## src/rtl/mem_access_unit_if.sv

```systemverilog
// Request/response and memory-bus bundle for mem_access_unit.
// master = datapath/control unit plus Memory model; slave = mem_access_unit.
interface mem_access_unit_if;
    logic        fetch_req;
    logic [31:0] fetch_pc;
    logic        ls_req;
    logic        ls_write;
    logic [31:0] ls_addr;
    logic [31:0] ls_wdata;
    logic        fetch_done;
    logic        ls_done;
    logic        access_err;
    logic [31:0] instr_reg;
    logic [31:0] load_data;
    logic        busy;
    logic [31:0] mem_addr;
    logic [31:0] mem_wdata;
    logic        mem_we;
    logic [31:0] mem_rdata;

    modport master (
        output fetch_req, fetch_pc, ls_req, ls_write, ls_addr, ls_wdata, mem_rdata,
        input  fetch_done, ls_done, access_err, instr_reg, load_data, busy,
               mem_addr, mem_wdata, mem_we
    );

    modport slave (
        input  fetch_req, fetch_pc, ls_req, ls_write, ls_addr, ls_wdata, mem_rdata,
        output fetch_done, ls_done, access_err, instr_reg, load_data, busy,
               mem_addr, mem_wdata, mem_we
    );
endinterface

```

## src/rtl/mem_access_unit.sv

```systemverilog
// Multicycle IDLE/ACCESS/DONE controller in front of a unified memory, with IR/MDR capture.
// Optional macro MEM_ALIGN_CHECK_EN: faults fetches whose address is not word aligned.
module mem_access_unit #(
    parameter int unsigned WAIT_STATES = 1,
    parameter int unsigned MEM_DEPTH   = 513
) (
    input  logic              Clk,
    input  logic              Reset_n,
    mem_access_unit_if.slave  bus
);

    typedef enum logic [1:0] {S_IDLE, S_ACCESS, S_DONE} state_t;

    state_t      state_q, state_d;
    logic [3:0]  wcnt_q, wcnt_d;
    logic [31:0] addr_q, addr_d;
    logic [31:0] wdata_q, wdata_d;
    logic        write_q, write_d;
    logic        fetch_q, fetch_d;
    logic        fault_q, fault_d;
    logic [31:0] ir_q, ir_d;
    logic [31:0] mdr_q, mdr_d;

    logic ls_fault;
    logic fetch_fault;

    // Faults are decided at acceptance so ACCESS only needs one flag.
    assign ls_fault = (bus.ls_addr >= 32'(MEM_DEPTH));
`ifdef MEM_ALIGN_CHECK_EN
    assign fetch_fault = (bus.fetch_pc >= 32'(MEM_DEPTH)) || (bus.fetch_pc[1:0] != 2'b00);
`else
    assign fetch_fault = (bus.fetch_pc >= 32'(MEM_DEPTH));
`endif

    always_ff @(posedge Clk or negedge Reset_n) begin
        if (!Reset_n) begin
            state_q <= S_IDLE;
            wcnt_q  <= 4'd0;
            addr_q  <= 32'h0;
            wdata_q <= 32'h0;
            write_q <= 1'b0;
            fetch_q <= 1'b0;
            fault_q <= 1'b0;
            ir_q    <= 32'h0;
            mdr_q   <= 32'h0;
        end else begin
            state_q <= state_d;
            wcnt_q  <= wcnt_d;
            addr_q  <= addr_d;
            wdata_q <= wdata_d;
            write_q <= write_d;
            fetch_q <= fetch_d;
            fault_q <= fault_d;
            ir_q    <= ir_d;
            mdr_q   <= mdr_d;
        end
    end

    always_comb begin
        state_d       = state_q;
        wcnt_d        = wcnt_q;
        addr_d        = addr_q;
        wdata_d       = wdata_q;
        write_d       = write_q;
        fetch_d       = fetch_q;
        fault_d       = fault_q;
        ir_d          = ir_q;
        mdr_d         = mdr_q;
        bus.mem_addr  = 32'h0;
        bus.mem_wdata = 32'h0;
        bus.mem_we    = 1'b0;

        unique case (state_q)
            S_IDLE: begin
                // Data access wins: it belongs to the older instruction.
                if (bus.ls_req) begin
                    addr_d  = bus.ls_addr;
                    wdata_d = bus.ls_wdata;
                    write_d = bus.ls_write;
                    fetch_d = 1'b0;
                    fault_d = ls_fault;
                    wcnt_d  = 4'(WAIT_STATES);
                    state_d = S_ACCESS;
                end else if (bus.fetch_req) begin
                    addr_d  = bus.fetch_pc;
                    wdata_d = 32'h0;
                    write_d = 1'b0;
                    fetch_d = 1'b1;
                    fault_d = fetch_fault;
                    wcnt_d  = 4'(WAIT_STATES);
                    state_d = S_ACCESS;
                end
            end
            S_ACCESS: begin
                bus.mem_addr  = addr_q;
                bus.mem_wdata = wdata_q;
                if (wcnt_q != 4'd0) begin
                    wcnt_d = wcnt_q - 4'd1;
                end else begin
                    if (write_q)
                        bus.mem_we = ~fault_q;
                    else if (fetch_q)
                        ir_d = fault_q ? 32'h0 : bus.mem_rdata;
                    else
                        mdr_d = fault_q ? 32'h0 : bus.mem_rdata;
                    state_d = S_DONE;
                end
            end
            S_DONE:  state_d = S_IDLE;
            default: state_d = S_IDLE;
        endcase
    end

    assign bus.busy       = (state_q != S_IDLE);
    assign bus.fetch_done = (state_q == S_DONE) &&  fetch_q;
    assign bus.ls_done    = (state_q == S_DONE) && !fetch_q;
    assign bus.access_err = (state_q == S_DONE) &&  fault_q;
    assign bus.instr_reg  = ir_q;
    assign bus.load_data  = mdr_q;

endmodule

```

## src/flat_wrapper.sv

```systemverilog
// flat-port wrapper written by rule: the top's interface ports become plain ports
module mem_access_unit_flat 
#(
    parameter int unsigned WAIT_STATES = 1,
    parameter int unsigned MEM_DEPTH   = 513
)
  (Clk, Reset_n, bus_fetch_req, bus_fetch_pc, bus_ls_req, bus_ls_write, bus_ls_addr, bus_ls_wdata, bus_mem_rdata, bus_fetch_done, bus_ls_done, bus_access_err, bus_instr_reg, bus_load_data, bus_busy, bus_mem_addr, bus_mem_wdata, bus_mem_we);
  mem_access_unit_if bus_i ();
  input  logic Clk;
  input  logic Reset_n;
  input wire logic [$bits(bus_i.fetch_req)-1:0] bus_fetch_req;
  input wire logic [$bits(bus_i.fetch_pc)-1:0] bus_fetch_pc;
  input wire logic [$bits(bus_i.ls_req)-1:0] bus_ls_req;
  input wire logic [$bits(bus_i.ls_write)-1:0] bus_ls_write;
  input wire logic [$bits(bus_i.ls_addr)-1:0] bus_ls_addr;
  input wire logic [$bits(bus_i.ls_wdata)-1:0] bus_ls_wdata;
  input wire logic [$bits(bus_i.mem_rdata)-1:0] bus_mem_rdata;
  output wire logic [$bits(bus_i.fetch_done)-1:0] bus_fetch_done;
  output wire logic [$bits(bus_i.ls_done)-1:0] bus_ls_done;
  output wire logic [$bits(bus_i.access_err)-1:0] bus_access_err;
  output wire logic [$bits(bus_i.instr_reg)-1:0] bus_instr_reg;
  output wire logic [$bits(bus_i.load_data)-1:0] bus_load_data;
  output wire logic [$bits(bus_i.busy)-1:0] bus_busy;
  output wire logic [$bits(bus_i.mem_addr)-1:0] bus_mem_addr;
  output wire logic [$bits(bus_i.mem_wdata)-1:0] bus_mem_wdata;
  output wire logic [$bits(bus_i.mem_we)-1:0] bus_mem_we;
  assign bus_i.fetch_req = bus_fetch_req;
  assign bus_i.fetch_pc = bus_fetch_pc;
  assign bus_i.ls_req = bus_ls_req;
  assign bus_i.ls_write = bus_ls_write;
  assign bus_i.ls_addr = bus_ls_addr;
  assign bus_i.ls_wdata = bus_ls_wdata;
  assign bus_i.mem_rdata = bus_mem_rdata;
  assign bus_fetch_done = bus_i.fetch_done;
  assign bus_ls_done = bus_i.ls_done;
  assign bus_access_err = bus_i.access_err;
  assign bus_instr_reg = bus_i.instr_reg;
  assign bus_load_data = bus_i.load_data;
  assign bus_busy = bus_i.busy;
  assign bus_mem_addr = bus_i.mem_addr;
  assign bus_mem_wdata = bus_i.mem_wdata;
  assign bus_mem_we = bus_i.mem_we;
  mem_access_unit #(.WAIT_STATES(WAIT_STATES), .MEM_DEPTH(MEM_DEPTH)) u_core (.Clk(Clk), .Reset_n(Reset_n), .bus(bus_i));
endmodule
```

## config.mk

```make
export PLATFORM = sky130hd
export DESIGN_NAME = mem_access_unit_flat
export DESIGN_NICKNAME = d
export VERILOG_FILES = /design/src/rtl/mem_access_unit_if.sv /design/src/rtl/mem_access_unit.sv /design/src/flat_wrapper.sv
export SDC_FILE = /design/constraint.sdc
export NUM_CORES = 1
export LEC_CHECK = 0
export CAP_MARGIN = 20
export CORE_AREA = 2 2 148 150
export DETAILED_ROUTE_END_ITERATION = 16
export DIE_AREA = 0 0 150 152
export PLACE_DENSITY = 0.61
export SETUP_SLACK_MARGIN = 0.4
export SYNTH_ARGS = -nofsm -noshare
export SYNTH_HDL_FRONTEND = slang
export SYNTH_SLANG_ARGS = --single-unit
```

## constraint.sdc

```tcl
create_clock -name Clk -period 4.9 [get_ports Clk]
set_input_delay 1.47 -clock Clk [delete_from_list [all_inputs] [get_ports Clk]]
set_output_delay 1.47 -clock Clk [all_outputs]
set_load 0.05 [all_outputs]
```

=== After elaboration in Yosys (flattened, before gate mapping) ===
Cells that the tools add are included.

* Equality and inequality tests: 5
* $add $sub $neg: 1
* Reduce and logical (&&, ||, !) cells: 14
* Order comparisons: 2
* Bitwise logic cells: 4
* Mux-type cells: 24

{| class="wikitable"
|+ Operators by type and width
! kind !! count
|-
| $mux 32 || 7
|-
| $ge 32x10->1 const B || 2
|-
| $mux 4 || 3
|-
| $mux 1 || 9
|-
| $pmux 4 s2 || 1
|-
| $reduce_and 4->1 || 2
|-
| $mux 2 || 3
|-
| $reduce_bool 2->1 || 3
|-
| $not 1->1 || 4
|-
| $pmux 2 s2 || 1
|-
| $reduce_and 2->1 || 2
|-
| $reduce_bool 4->1 || 1
|-
| $sub 4x1->4 const B || 1
|-
| $logic_and 1x1->1 || 3
|-
| $ne 3x3->1 const B || 1
|-
| $reduce_and 3->1 || 1
|-
| $eq 2x1->1 const B || 1
|-
| $eq 2x2->1 const B || 1
|-
| $logic_not 2->1 || 1
|-
| $ne 2x1->1 const B || 1
|-
| $ne 2x2->1 const B || 1
|-
| $logic_not 1->1 || 1
|}

* Word-level logic and storage cells: 59
* Register bits: 137
* Output and inout port bits: 133
* Input bits: 133

=== Logic depth before layout (Yosys ltp) ===
* Depth after elaboration: 4
* Mapped depth: 8
* Depth with buffers taken out: 6

=== Worst setup path before layout ===
No wires, ideal clock.

* Path kind: register -> output
* Start point: reg u_core.state_q[0]
* End point: out bus_ls_done
* Arrival: 1.578 ns
* Cell stages (with the launch flop): 2
* Required time: 3.430 ns
* Slack: 1.852 ns
* Buffers on the path: 0
* Cells stage by stage: dfrtp_1 -> nor3b_1

* Longest elaborated chain between the ends: 2

{| class="wikitable"
|+ RTL lines
! element !! RTL line !! source
|-
| start: declaration || mem_access_unit.sv:14 || <nowiki>state_t state_q, state_d;</nowiki>
|-
| start signal: assignment || mem_access_unit.sv:47 || <nowiki>state_q <= state_d;</nowiki>
|-
| $eq 2x2->1 || mem_access_unit.sv:116 || <nowiki>assign bus.ls_done = (state_q == S_DONE) && !fetch_q;</nowiki>
|-
| $logic_and 1x1->1 || mem_access_unit.sv:116 ||
|-
| end: declaration || flat_wrapper.sv:19 || <nowiki>output wire logic [$bits(bus_i.ls_done)-1:0] bus_ls_done;</nowiki>
|}

No other way between the ends.

=== Worst setup path after layout ===
* Start point: reg u_core.state_q[0]
* End point: out bus_mem_wdata[31]

* Longest elaborated chain between the ends: 2

{| class="wikitable"
|+ RTL lines
! element !! RTL line !! source
|-
| $eq 2x1->1 || mem_access_unit.sv:73 || <nowiki>unique case (state_q)</nowiki>
|-
| $mux 32 || mem_access_unit.sv:73 ||
|-
| end: declaration || flat_wrapper.sv:25 || <nowiki>output wire logic [$bits(bus_i.mem_wdata)-1:0] bus_mem_wdata;</nowiki>
|}

No other way between the ends.

==> flow_summary_export.csv <==
group,metric,value,unit
sta,slew-limit-headroom,0.450,
logic_synthesis,ys_seq_area_frac,0.547,
critical_path,worstSetupPathType,"register to output port",
clock_tree,clock-sinks,137,
pwr,p_clk_frac,0.173,
final_layout,drive_above_1_share,0.109,
min_path,hold_start,"u_core.addr_q[21]",
final_layout,area_growth,54.7,%
sta,finClkSkew,12.4,ps
floorplan,core_area,21400,um^2
pwr,sw_frac_of_total,0.483,
placed_design,port_buffers,265,
pwr,vdd_drop_max,0.310,mV
logic_synthesis,synth_area_leaders,"dfrtp_1 (55%), and2_1 (6.5%), o21ai_2 (6.1%), nand2_1 (6.1%), mux2i_1 (4.9%)",
placed_design,hpwl,12500,um
clock_tree,root_buffer,"clkbuf_16",
floorplan,rows,54,
floorplan,io_pins,266,
floorplan,die_y,152,um
floorplan,fp.dieW,150,um
clock_tree,worst_skew_pair.late_latency,420,ps
logic_synthesis,ys_types,32,
routing,drt_pass1_iterations,4,
clock_tree,cts_tree,"yes",
placed_design,post-place-cells,1108,
routing,wl_per_cell,15.4,um
global_route,antenna_found_initial,0,
routing,drt_iter0_drc,136,
logic_synthesis,synth_seq_cells,137,
critical_path,cp.required,3430,ps
critical_path,arrival,2780,ps
clock_tree,clkTransAtPathRegs,60,ps
logic_synthesis,synthesis.area,6270,um^2
logic_synthesis,syn_inst,595,
logic_synthesis,synth_top_cell_by_area,"dfrtp_1",
critical_path,crit_start,"u_core.state_q[0]",
clock_tree,clockBufferDepth,2,
sta,hold_viol,0,
job,drv_cap,0,
routing,final_antenna_net_count,0,
pwr,p_leak,4.09,nW
sta,fin_tns_setup,0,ps
floorplan,dieArea,22800,um^2
final_layout,final_common_cell,"clkdlybuf4s50_1",
clock_tree,cts_made_buffers,17,
sta,period_share,0.866,
clock_tree,postCtsSetupBuffers,0,
routing,drc,0,
final_layout,nNetsFinal,981,
pwr,internal_power,3.77,mW
logic_synthesis,synth_fp_nets,729,
sta,fmax,236,MHz
min_path,hp-class,"register to register",
final_layout,final_cell_mix,"clkdlybuf4s50_1 (263), dfrtp_1 (137), nand2_1 (102)",
global_route,grt_max_degree,77,
final_layout,final_cells,1140,
sta,setup_slack,655,ps
final_layout,diodes,0,
status,status,"finished clean",
placed_design,gp_congestion,0.793,
global_route,grt_pass1_vias,5307,
placed_design,pre_cts_ws,1050,ps
clock_tree,hold_buffers,0,
logic_synthesis,syn_area_per_cell,10.5,um^2
clock_tree,htreeDepth,4,
sta,fin_crit,4250,ps
critical_path,worstSetupStartpointType,"register",
floorplan,initial_utilization,0.294,
pwr,power_frac_comb,0.563,
clock_tree,post_cts_resized,0,
global_route,grt_pass1_wl,28400,um
logic_synthesis,yosys_warnings,0,
global_route,overflow,0,
sta,setup_viol_count_final,0,
routing,routed-via-count,5104,
logic_synthesis,synth_top_area_share,0.547,
sta,worst_pin_slew,825,ps
routing,detail_route.vias_per_cell,4.48,
routing,wl,17600,um
critical_path,timing.rr.start,"u_core.wcnt_q[0]",
pwr,seq_power_share,0.264,
pwr,powerDensity,751,nW/um^2
pwr,p_sw,3.51,mW
sta,drv_slew,0,
global_route,grt_usage,0.157,
critical_path,cp_max_fo,42,
sta,rsz0062_at_grt,"false",
critical_path,crit_path_end_kind,"output port",
Yosys cell counts (all sizes together):
| master | instances |
|---|---|
| nor3 | 5 |
| a31oi | 4 |
| o22ai | 1 |
| dfrtp | 137 |
| or4 | 2 |
| nor2b | 1 |
| mux2i | 31 |
| inv | 4 |
| nand3 | 2 |
| nand4 | 2 |
| a22o | 33 |
| clkbuf | 23 |
| nand2 | 102 |
| ha | 1 |
| and2 | 65 |
| a21oi | 2 |
| nand2b | 34 |
| o21ai | 97 |
| or3b | 1 |
| mux2 | 1 |
| nor2 | 10 |
| xor2 | 1 |
| buf | 19 |
| and3b | 2 |
| nand4b | 1 |
| nor4b | 1 |
| nor4 | 11 |
| nor3b | 2 |
power by group through the flow:
stage	clock network [mW]	logic [mW]	registers (mW)
finish	1.26	4.10	1.92
global route	1.35	4.37	1.98
CTS	1.30	4.15	1.93
detailed placement	0	4.14	1.94
global placement	0	4.12	1.93
floorplan	0	1.96	2.72
worst paths after layout:
check                                                 to  slack (ps)  depth (start not counted)
worst max-delay path                   bus_mem_wdata[31]         650                          4
worst max register to register  u_core.bus.load_data[26]        2450                          7
worst min register to register         u_core.addr_q[21]         470                          2
worst min-delay path                   u_core.addr_q[21]         470                          2
min in group asynchronous        u_core.bus.load_data[7]        1020                          1
max in group asynchronous              u_core.addr_q[18]        3030                          2
stage by stage:
stage / utilization / area (um^2) / power (mW) / hold slack, ps
after floorplan: - / 6270 / 4.68 / 442
after global placement: 0.427 / 9130 / 6.05 / 456
after detailed placement: 0.427 / 9130 / 6.08 / 463
after CTS: 0.454 / 9700 / 7.38 / 476
after global routing: 0.454 / 9700 / 7.70 / 500
final: 0.454 / 9700 / 7.28 / 470
worst max-delay path, stage by stage, from the launching register on:
cell and delay, ps:
dfrtp_1 420, nor2b_4 690, buf_4 300, and2_1 140, clkdlybuf4s50_1 800
cells by family after synthesis:
group	synth area share
compound gates	0.156
buf+inv	0.0449
fa+ha+maj	0.00199
xor+xnor	0.00140
simple gates	0.197
flops	0.547
mux	0.0513
layer usage:
layer	routed length, um	vias up	GRT usage
li1	-	2552	-
met1	7780	2331	0.204
met2	7800	203	0.244
met3	1710	18	0.0619
met4	268	0	0.0458
met5	0	-	0
area by class of cell:
class | count | area, um^2
Clock inverter | 14 | 135
Multi-Input combinational cell | 412 | 2580
Clock buffer | 18 | 439
Sequential cell | 137 | 3430
Tap cell | 280 | 350
Inverter | 4 | 15.0
Timing Repair Buffer | 275 | 2750
Fill cell | 2129 | 11600
No activity file was read; power rests on OpenSTA's default activity.
